### src/rtl/riscv_ctrl_pkg.sv
// Shared encodings for the multi-cycle RV32I controller: FSM states, opcodes and datapath select codes.
// ImmSrc codes are shared with the immediate generator (Sign_Extend).
package riscv_ctrl_pkg;

  typedef enum logic [3:0] {
    S_FETCH    = 4'd0,
    S_DECODE   = 4'd1,
    S_MEMADR   = 4'd2,
    S_MEMREAD  = 4'd3,
    S_MEMWB    = 4'd4,
    S_MEMWRITE = 4'd5,
    S_EXECR    = 4'd6,
    S_EXECI    = 4'd7,
    S_ALUWB    = 4'd8,
    S_BEQ      = 4'd9,
    S_JAL      = 4'd10,
    S_LUI      = 4'd11
  } state_e;

  localparam logic [6:0] OP_LOAD   = 7'b0000011;
  localparam logic [6:0] OP_STORE  = 7'b0100011;
  localparam logic [6:0] OP_RTYPE  = 7'b0110011;
  localparam logic [6:0] OP_ITYPE  = 7'b0010011;
  localparam logic [6:0] OP_BRANCH = 7'b1100011;
  localparam logic [6:0] OP_JAL    = 7'b1101111;
  localparam logic [6:0] OP_LUI    = 7'b0110111;

  localparam logic [2:0] IMM_I = 3'b000;
  localparam logic [2:0] IMM_S = 3'b001;
  localparam logic [2:0] IMM_B = 3'b010;
  localparam logic [2:0] IMM_J = 3'b011;
  localparam logic [2:0] IMM_U = 3'b100;

  localparam logic [1:0] SRCA_PC    = 2'b00;
  localparam logic [1:0] SRCA_OLDPC = 2'b01;
  localparam logic [1:0] SRCA_RS1   = 2'b10;
  localparam logic [1:0] SRCA_ZERO  = 2'b11;

  localparam logic [1:0] SRCB_RS2  = 2'b00;
  localparam logic [1:0] SRCB_IMM  = 2'b01;
  localparam logic [1:0] SRCB_FOUR = 2'b10;

  localparam logic [2:0] ALU_ADD = 3'b000;
  localparam logic [2:0] ALU_SUB = 3'b001;
  localparam logic [2:0] ALU_AND = 3'b010;
  localparam logic [2:0] ALU_OR  = 3'b011;
  localparam logic [2:0] ALU_SLT = 3'b101;

  localparam logic [1:0] RES_ALUOUT    = 2'b00;
  localparam logic [1:0] RES_READDATA  = 2'b01;
  localparam logic [1:0] RES_ALURESULT = 2'b10;

  // Coarse ALU request from the FSM, refined by alu_decoder.
  localparam logic [1:0] ALUOP_ADD   = 2'b00;
  localparam logic [1:0] ALUOP_SUB   = 2'b01;
  localparam logic [1:0] ALUOP_FUNCT = 2'b10;

endpackage

### src/rtl/alu_decoder.sv
// Maps the FSM's coarse ALU request plus instruction fields onto the ALUControl code.
module alu_decoder
  import riscv_ctrl_pkg::*;
(
  input  logic [1:0] aluop,
  input  logic [2:0] funct3,
  input  logic       funct7b5,
  input  logic       op5,
  output logic [2:0] alu_control
);

  always_comb begin
    // NOTE: the default assignment up front covers every path, so no latch is inferred.
    alu_control = ALU_ADD;
    case (aluop)
      ALUOP_SUB: alu_control = ALU_SUB;
      ALUOP_FUNCT: begin
        case (funct3)
          // op[5] separates R-type from I-type: addi never subtracts.
          3'b000:  alu_control = (op5 && funct7b5) ? ALU_SUB : ALU_ADD;
          3'b010:  alu_control = ALU_SLT;
          3'b110:  alu_control = ALU_OR;
          3'b111:  alu_control = ALU_AND;
          default: alu_control = ALU_ADD;
        endcase
      end
      default: alu_control = ALU_ADD;
    endcase
  end

endmodule

### src/rtl/multicycle_ctrl_fsm.sv
// Main controller of the multi-cycle RV32I core: sequences FETCH..WRITEBACK over the shared
// ALU, register file, instruction register and unified memory port.
module multicycle_ctrl_fsm
  import riscv_ctrl_pkg::*;
(
  input  logic       clk,
  input  logic       rst_n,
  input  logic [6:0] op,
  input  logic [2:0] funct3,
  input  logic       funct7b5,
  input  logic       zero,
  input  logic       mem_ready,
  output logic [2:0] ImmSrc,
  output logic [1:0] ALUSrcA,
  output logic [1:0] ALUSrcB,
  output logic [2:0] ALUControl,
  output logic [1:0] ResultSrc,
  output logic       AdrSrc,
  output logic       IRWrite,
  output logic       PCWrite,
  output logic       RegWrite,
  output logic       MemWrite,
  output logic       illegal
);

  state_e     state_q, state_d;
  logic [2:0] imm_src;
  logic [1:0] src_a, src_b, result_src, aluop;
  logic [2:0] alu_control;
  logic       adr_src, ir_write, pc_update, branch, reg_write, mem_write, illegal_d;

  always_ff @(posedge clk or negedge rst_n) begin
    // NOTE: sequential state uses non-blocking assignment so every flop samples pre-edge values.
    if (!rst_n) state_q <= S_FETCH;
    else        state_q <= state_d;
  end

  alu_decoder u_alu_decoder (
    .aluop      (aluop),
    .funct3     (funct3),
    .funct7b5   (funct7b5),
    .op5        (op[5]),
    .alu_control(alu_control)
  );

  always_comb begin
    state_d    = state_q;
    imm_src    = IMM_I;
    src_a      = SRCA_PC;
    src_b      = SRCB_RS2;
    aluop      = ALUOP_ADD;
    result_src = RES_ALUOUT;
    adr_src    = 1'b0;
    ir_write   = 1'b0;
    pc_update  = 1'b0;
    branch     = 1'b0;
    reg_write  = 1'b0;
    mem_write  = 1'b0;
    illegal_d  = 1'b0;
    case (state_q)
      S_FETCH: begin
        src_b      = SRCB_FOUR;
        result_src = RES_ALURESULT;
        if (mem_ready) begin
          ir_write  = 1'b1;
          pc_update = 1'b1;
          state_d   = S_DECODE;
        end
      end
      S_DECODE: begin
        // ALU precomputes the branch/jump target into ALUOut while the opcode is decoded.
        src_a   = SRCA_OLDPC;
        src_b   = SRCB_IMM;
        imm_src = (op == OP_JAL) ? IMM_J : IMM_B;
        case (op)
          OP_LOAD, OP_STORE: state_d = S_MEMADR;
          OP_RTYPE:          state_d = S_EXECR;
          OP_ITYPE:          state_d = S_EXECI;
          OP_BRANCH:         state_d = S_BEQ;
          OP_JAL:            state_d = S_JAL;
          OP_LUI:            state_d = S_LUI;
          default: begin
            illegal_d = 1'b1;
            state_d   = S_FETCH;
          end
        endcase
      end
      S_MEMADR: begin
        src_a   = SRCA_RS1;
        src_b   = SRCB_IMM;
        imm_src = op[5] ? IMM_S : IMM_I;
        state_d = op[5] ? S_MEMWRITE : S_MEMREAD;
      end
      S_MEMREAD: begin
        adr_src = 1'b1;
        if (mem_ready) state_d = S_MEMWB;
      end
      S_MEMWB: begin
        result_src = RES_READDATA;
        reg_write  = 1'b1;
        state_d    = S_FETCH;
      end
      S_MEMWRITE: begin
        adr_src   = 1'b1;
        mem_write = 1'b1;
        if (mem_ready) state_d = S_FETCH;
      end
      S_EXECR: begin
        src_a   = SRCA_RS1;
        aluop   = ALUOP_FUNCT;
        state_d = S_ALUWB;
      end
      S_EXECI: begin
        src_a   = SRCA_RS1;
        src_b   = SRCB_IMM;
        aluop   = ALUOP_FUNCT;
        state_d = S_ALUWB;
      end
      S_ALUWB: begin
        reg_write = 1'b1;
        state_d   = S_FETCH;
      end
      S_BEQ: begin
        src_a   = SRCA_RS1;
        aluop   = ALUOP_SUB;
        branch  = 1'b1;
        imm_src = IMM_B;
        state_d = S_FETCH;
      end
      S_JAL: begin
        // PC takes the target from ALUOut; ALU forms OldPC+4 for the link register.
        src_a     = SRCA_OLDPC;
        src_b     = SRCB_FOUR;
        pc_update = 1'b1;
        imm_src   = IMM_J;
        state_d   = S_ALUWB;
      end
      S_LUI: begin
        src_a   = SRCA_ZERO;
        src_b   = SRCB_IMM;
        imm_src = IMM_U;
        state_d = S_ALUWB;
      end
      default: state_d = S_FETCH;
    endcase
  end

  // While reset is held every select and enable is forced to 0, not just the FETCH decode.
  assign ImmSrc     = rst_n ? imm_src     : IMM_I;
  assign ALUSrcA    = rst_n ? src_a       : SRCA_PC;
  assign ALUSrcB    = rst_n ? src_b       : SRCB_RS2;
  assign ALUControl = rst_n ? alu_control : ALU_ADD;
  assign ResultSrc  = rst_n ? result_src  : RES_ALUOUT;
  assign AdrSrc     = rst_n & adr_src;
  assign IRWrite    = rst_n & ir_write;
  assign PCWrite    = rst_n & (pc_update | (branch & zero));
  assign RegWrite   = rst_n & reg_write;
  assign MemWrite   = rst_n & mem_write;
  assign illegal    = rst_n & illegal_d;

endmodule
### config.mk
export PLATFORM = sky130hd
export DESIGN_NAME = multicycle_ctrl_fsm
export DESIGN_NICKNAME = d
export VERILOG_FILES = /design/src/rtl/riscv_ctrl_pkg.sv /design/src/rtl/alu_decoder.sv /design/src/rtl/multicycle_ctrl_fsm.sv
export SDC_FILE = /design/constraint.sdc
export NUM_CORES = 1
export LEC_CHECK = 0
export ABC_AREA = 1
export BUFFER_PORTS_ARGS = -buffer_cell sky130_fd_sc_hd__clkbuf_2
export CAP_MARGIN = 20
export CORE_MARGIN = 8
export CORE_UTILIZATION = 46
export CTS_BUF_LIST = sky130_fd_sc_hd__clkbuf_4 sky130_fd_sc_hd__clkbuf_8
export DETAILED_ROUTE_END_ITERATION = 8
export PLACE_DENSITY = 0.91
export SLEW_MARGIN = 20
export SYNTH_ARGS = -nofsm -noshare
export SYNTH_HDL_FRONTEND = slang
export SYNTH_SLANG_ARGS = --single-unit
### constraint.sdc
create_clock -name clk -period 1.85 [get_ports clk]
set_input_delay 0.0925 -clock clk [delete_from_list [all_inputs] [get_ports clk]]
set_output_delay 0.0925 -clock clk [all_outputs]
set_load 0.005 [all_outputs]
==> reports/results.md <==
• complete, no violations — result of the run
• state_q (4) — registers with the most flip-flops
• 183 — count of non-filler cells in the finished layout
• in -> reg — HP Class
• state_q — Top reg by flops
• 0 — # diodes
• 2 — maximum count of clock buffers along a single path
• 134 — synthesized net count
• 3401 um — global-route wire length before repair
• 4 — Crit Path Max Fanout
• state_q[3] — reg2reg start
• 2 — combined buffer and inverter count along the critical path
• 13 — num rows
• 0.25 ns — Worst-Skew Late Latency
• 15.88% — Global Route Usage Sum
• 2513 um — total length of routed wires
• 0 — number of antenna violations at the first check in global routing
• 0.0004661 V — largest voltage drop on the vdd net
• 999.7 um^2 — Layout Cell Area excl Fill
• 725.0 nW/um^2 — power per cell area
• 60.44% — synthesis-to-layout area growth
• reg -> out — worst setup path class
• 40 — violation count after the first detailed-routing iteration
• 0.04 ns — clock edge transition at the registers on the reported setup and hold paths
• register — nature of the critical path startpoint
• sky130_fd_sc_hd__clkbuf_4 — Clock Tree Root
• 805.8 um^2 — standard cell area after detailed placement
• 75.60% — headroom to the max-slew limit
• 4 — flop and latch count out of synthesis
• 32 — port bufs
• 7 — cell count along the critical path
• sky130_fd_sc_hd__dfrtp_1 — cell at the slowest stage of the critical path
• 4 — flip-flop count of the largest register after layout
• state_q[2] — critical register-to-register path endpoint
• 0.1962 ns — final hold slack
• 0 — total gr overflow
• 4 — DR pass1 iterations
• 117 — cell count after synthesis
• 98.03% — final critical-path share of the clock period
• 724.8 uW — Overall Power
• 2788 um^2 — Die Outline Area
• 829 — number of global-route vias before repair
• 9 — depth of the worst register-to-register path
• buf_4 -> nand2_2 -> nor2_4 -> ha_4 -> or2_4 -> nor2_1 -> buf_2 — series of cell instances along the critical path
• 0.8389 — RD Place Congestion
• 1.72 ns — Crit path arrival time
• ALUControl[0] — worst setup path end
• 1.813 ns — time the worst path needs with I/O delays and setup
• primary output — Critical Path End Type
• 0 — Finish-stage setup viols
• 5.388 — vias per inst
• 52.81 um — height of the die
• 20 — count of unique library cells instantiated by Yosys
• 52.81 um — width of the chip
• 4 — sinks on the clock net
• 0 — # Max-Cap Violations
• 1 — number of H-tree branching levels
• simple AND/OR/NAND/NOR gates — largest delay contributor family on the critical path
• 0.3656 ns — Worst Tran Pin Value
• 623.1 um^2 — cell area after synthesis
• 5.326 um^2 — Synth Area per Inst
• state_q[3] — start point of the critical path
• 551.4 MHz — maximum clock rate
• 41.07% — fraction of final layout cells sized beyond drive strength 1
• 187 — number of nets in the layout
• 1.76 ns — data required time at the worst endpoint
• 33 — Ports
• 13 — largest net degree at the start of global routing
• 77.80% — final design utilization
• 0.41 ns — Max stage delay on crit path
• 0 — remaining routing DRC violations
• 1616 um — post-detail-place hpwl
• 1285 um^2 — core region area
• 0 — ANT nets after route
• 0 — number of endpoints with negative hold slack in the final report
• 164 — placed cells
• 48.49% — initial core utilization
• 13.73 um — post-DR wirelength/cell
• done — TritonCTS clock tree
• 16.06% — share of the yosys chip area belonging to registers
• 0 — Final Max Tran Viols
• 986 — via count
• 0 — count of synthesis-stage warnings from yosys
• 0.5776 nW — Leak
• 0.005611 ns — Clock Skew
• 3 — number of clock buffers inserted by TritonCTS
• 0.40 ns — slack of the worst reg-to-reg path
synthesized netlist by cell type (all sizes together):
cell type  count  share of area [%]
a21oi          5                4.0
a31oi          5                5.0
clkbuf         1               0.60
dfrtp          4                 16
ha             2                4.0
inv           19                 11
nand2         33                 20
nand3         11                8.8
nand3b         1                1.2
nor2          27                 20
nor3           3                2.4
nor4           1                1.0
o211ai         2                2.4
o21ai          1               0.80
o22ai          1                1.0
or2            1                1.0
layout by cell type, fill, tap and decap left out:
cell                            count
sky130_fd_sc_hd__nor2_4             5
sky130_fd_sc_hd__nand2_1           31
sky130_fd_sc_hd__buf_2              2
sky130_fd_sc_hd__ha_4               2
sky130_fd_sc_hd__nor2_1            22
sky130_fd_sc_hd__a31oi_1            5
sky130_fd_sc_hd__o211ai_1           2
sky130_fd_sc_hd__o21ai_1            1
sky130_fd_sc_hd__or2_4              1
sky130_fd_sc_hd__nor4_1             1
sky130_fd_sc_hd__dfrtp_1            3
sky130_fd_sc_hd__dlygate4sd3_1      1
sky130_fd_sc_hd__o22ai_1            1
sky130_fd_sc_hd__a21oi_1            5
sky130_fd_sc_hd__nor3_1             3
sky130_fd_sc_hd__dfrtp_2            1
sky130_fd_sc_hd__inv_2              6
sky130_fd_sc_hd__clkbuf_4           3
sky130_fd_sc_hd__nand2_2            2
sky130_fd_sc_hd__buf_4             16
sky130_fd_sc_hd__inv_1             12
sky130_fd_sc_hd__clkbuf_2          30
sky130_fd_sc_hd__inv_4              1
sky130_fd_sc_hd__nand3_1           11
sky130_fd_sc_hd__nand3b_1           1
metrics by stage:
step / setup TNS [ns] / setup slack, ns
final: 0 / 0.03651
after global routing: -0.08358 / -0.05750
after CTS: 0 / 0.005006
after detailed placement: 0 / 0.09526
after global placement: 0 / 0.1462
after floorplan: 0 / 0.2764
layer usage:
metal	track usage (%)	vias to the layer above	wire, um
met4	7.328	0	82
met2	28.13	52	1308
met3	4.830	11	205
li1	-	481	-
met1	16.45	442	917
met5	0	-	0
what timing repair did:
item / in CTS / in global routing
pin swaps: 4 / 7
gates resized for setup: 4 / 9
buffers inserted: 4 / 11
setup endpoints to repair: 2 / 3
hold buffers: 1 / 0
hold endpoints to repair: 4 / 0
worst register-to-register path: stages (launching register included):
cell,delay [ns]
sky130_fd_sc_hd__dfrtp_1,0.42
sky130_fd_sc_hd__buf_4,0.16
sky130_fd_sc_hd__nor2_4,0.15
sky130_fd_sc_hd__inv_2,0.09
sky130_fd_sc_hd__nor2_4,0.17
sky130_fd_sc_hd__buf_4,0.14
sky130_fd_sc_hd__nand3_1,0.08
sky130_fd_sc_hd__nand2_1,0.08
sky130_fd_sc_hd__nand2_1,0.05
sky130_fd_sc_hd__nand2_1,0.05
kinds of logic after synthesis:
group                    Yosys count  share of synthesized area (%)
adder cells (fa/ha/maj)            2                          4.015
AO/OA/AOI/OAI                     14                          13.25
buffers and inverters             20                          12.05
flip-flops                         4                          16.06
AND/OR/NAND/NOR                   77                          54.62
worst min-delay path by stage:
stage / start / to / slack (ns) / cells past startpoint
2_1_floorplan: rst_n / state_q[0] / -0.20 / 0
3_3_place_gp: rst_n / state_q[0] / -0.06 / 1
3_5_place_dp: rst_n / state_q[0] / -0.06 / 1
4_1_cts: mem_ready / state_q[2] / 0.19 / 4
5_1_grt: mem_ready / state_q[2] / 0.23 / 4
6_report: mem_ready / state_q[2] / 0.20 / 4
power breakdown:
| group | internal (mW) | total [mW] | switching [mW] |
|---|---|---|---|
| registers | 0.106 | 0.121 | 0.0151 |
| logic | 0.205 | 0.489 | 0.284 |
| clock network | 0.0729 | 0.115 | 0.0417 |
layout make-up:
cell class                 instances  area (um^2)
clock buffer                       3        22.52
tap                               15        18.77
multi-input combinational         93        493.0
sequential                         4        101.3
timing repair buffer              49        290.3
fill                              94        285.3
inverter                          19        73.82
Note: power is estimated with default switching activity, not from simulation.
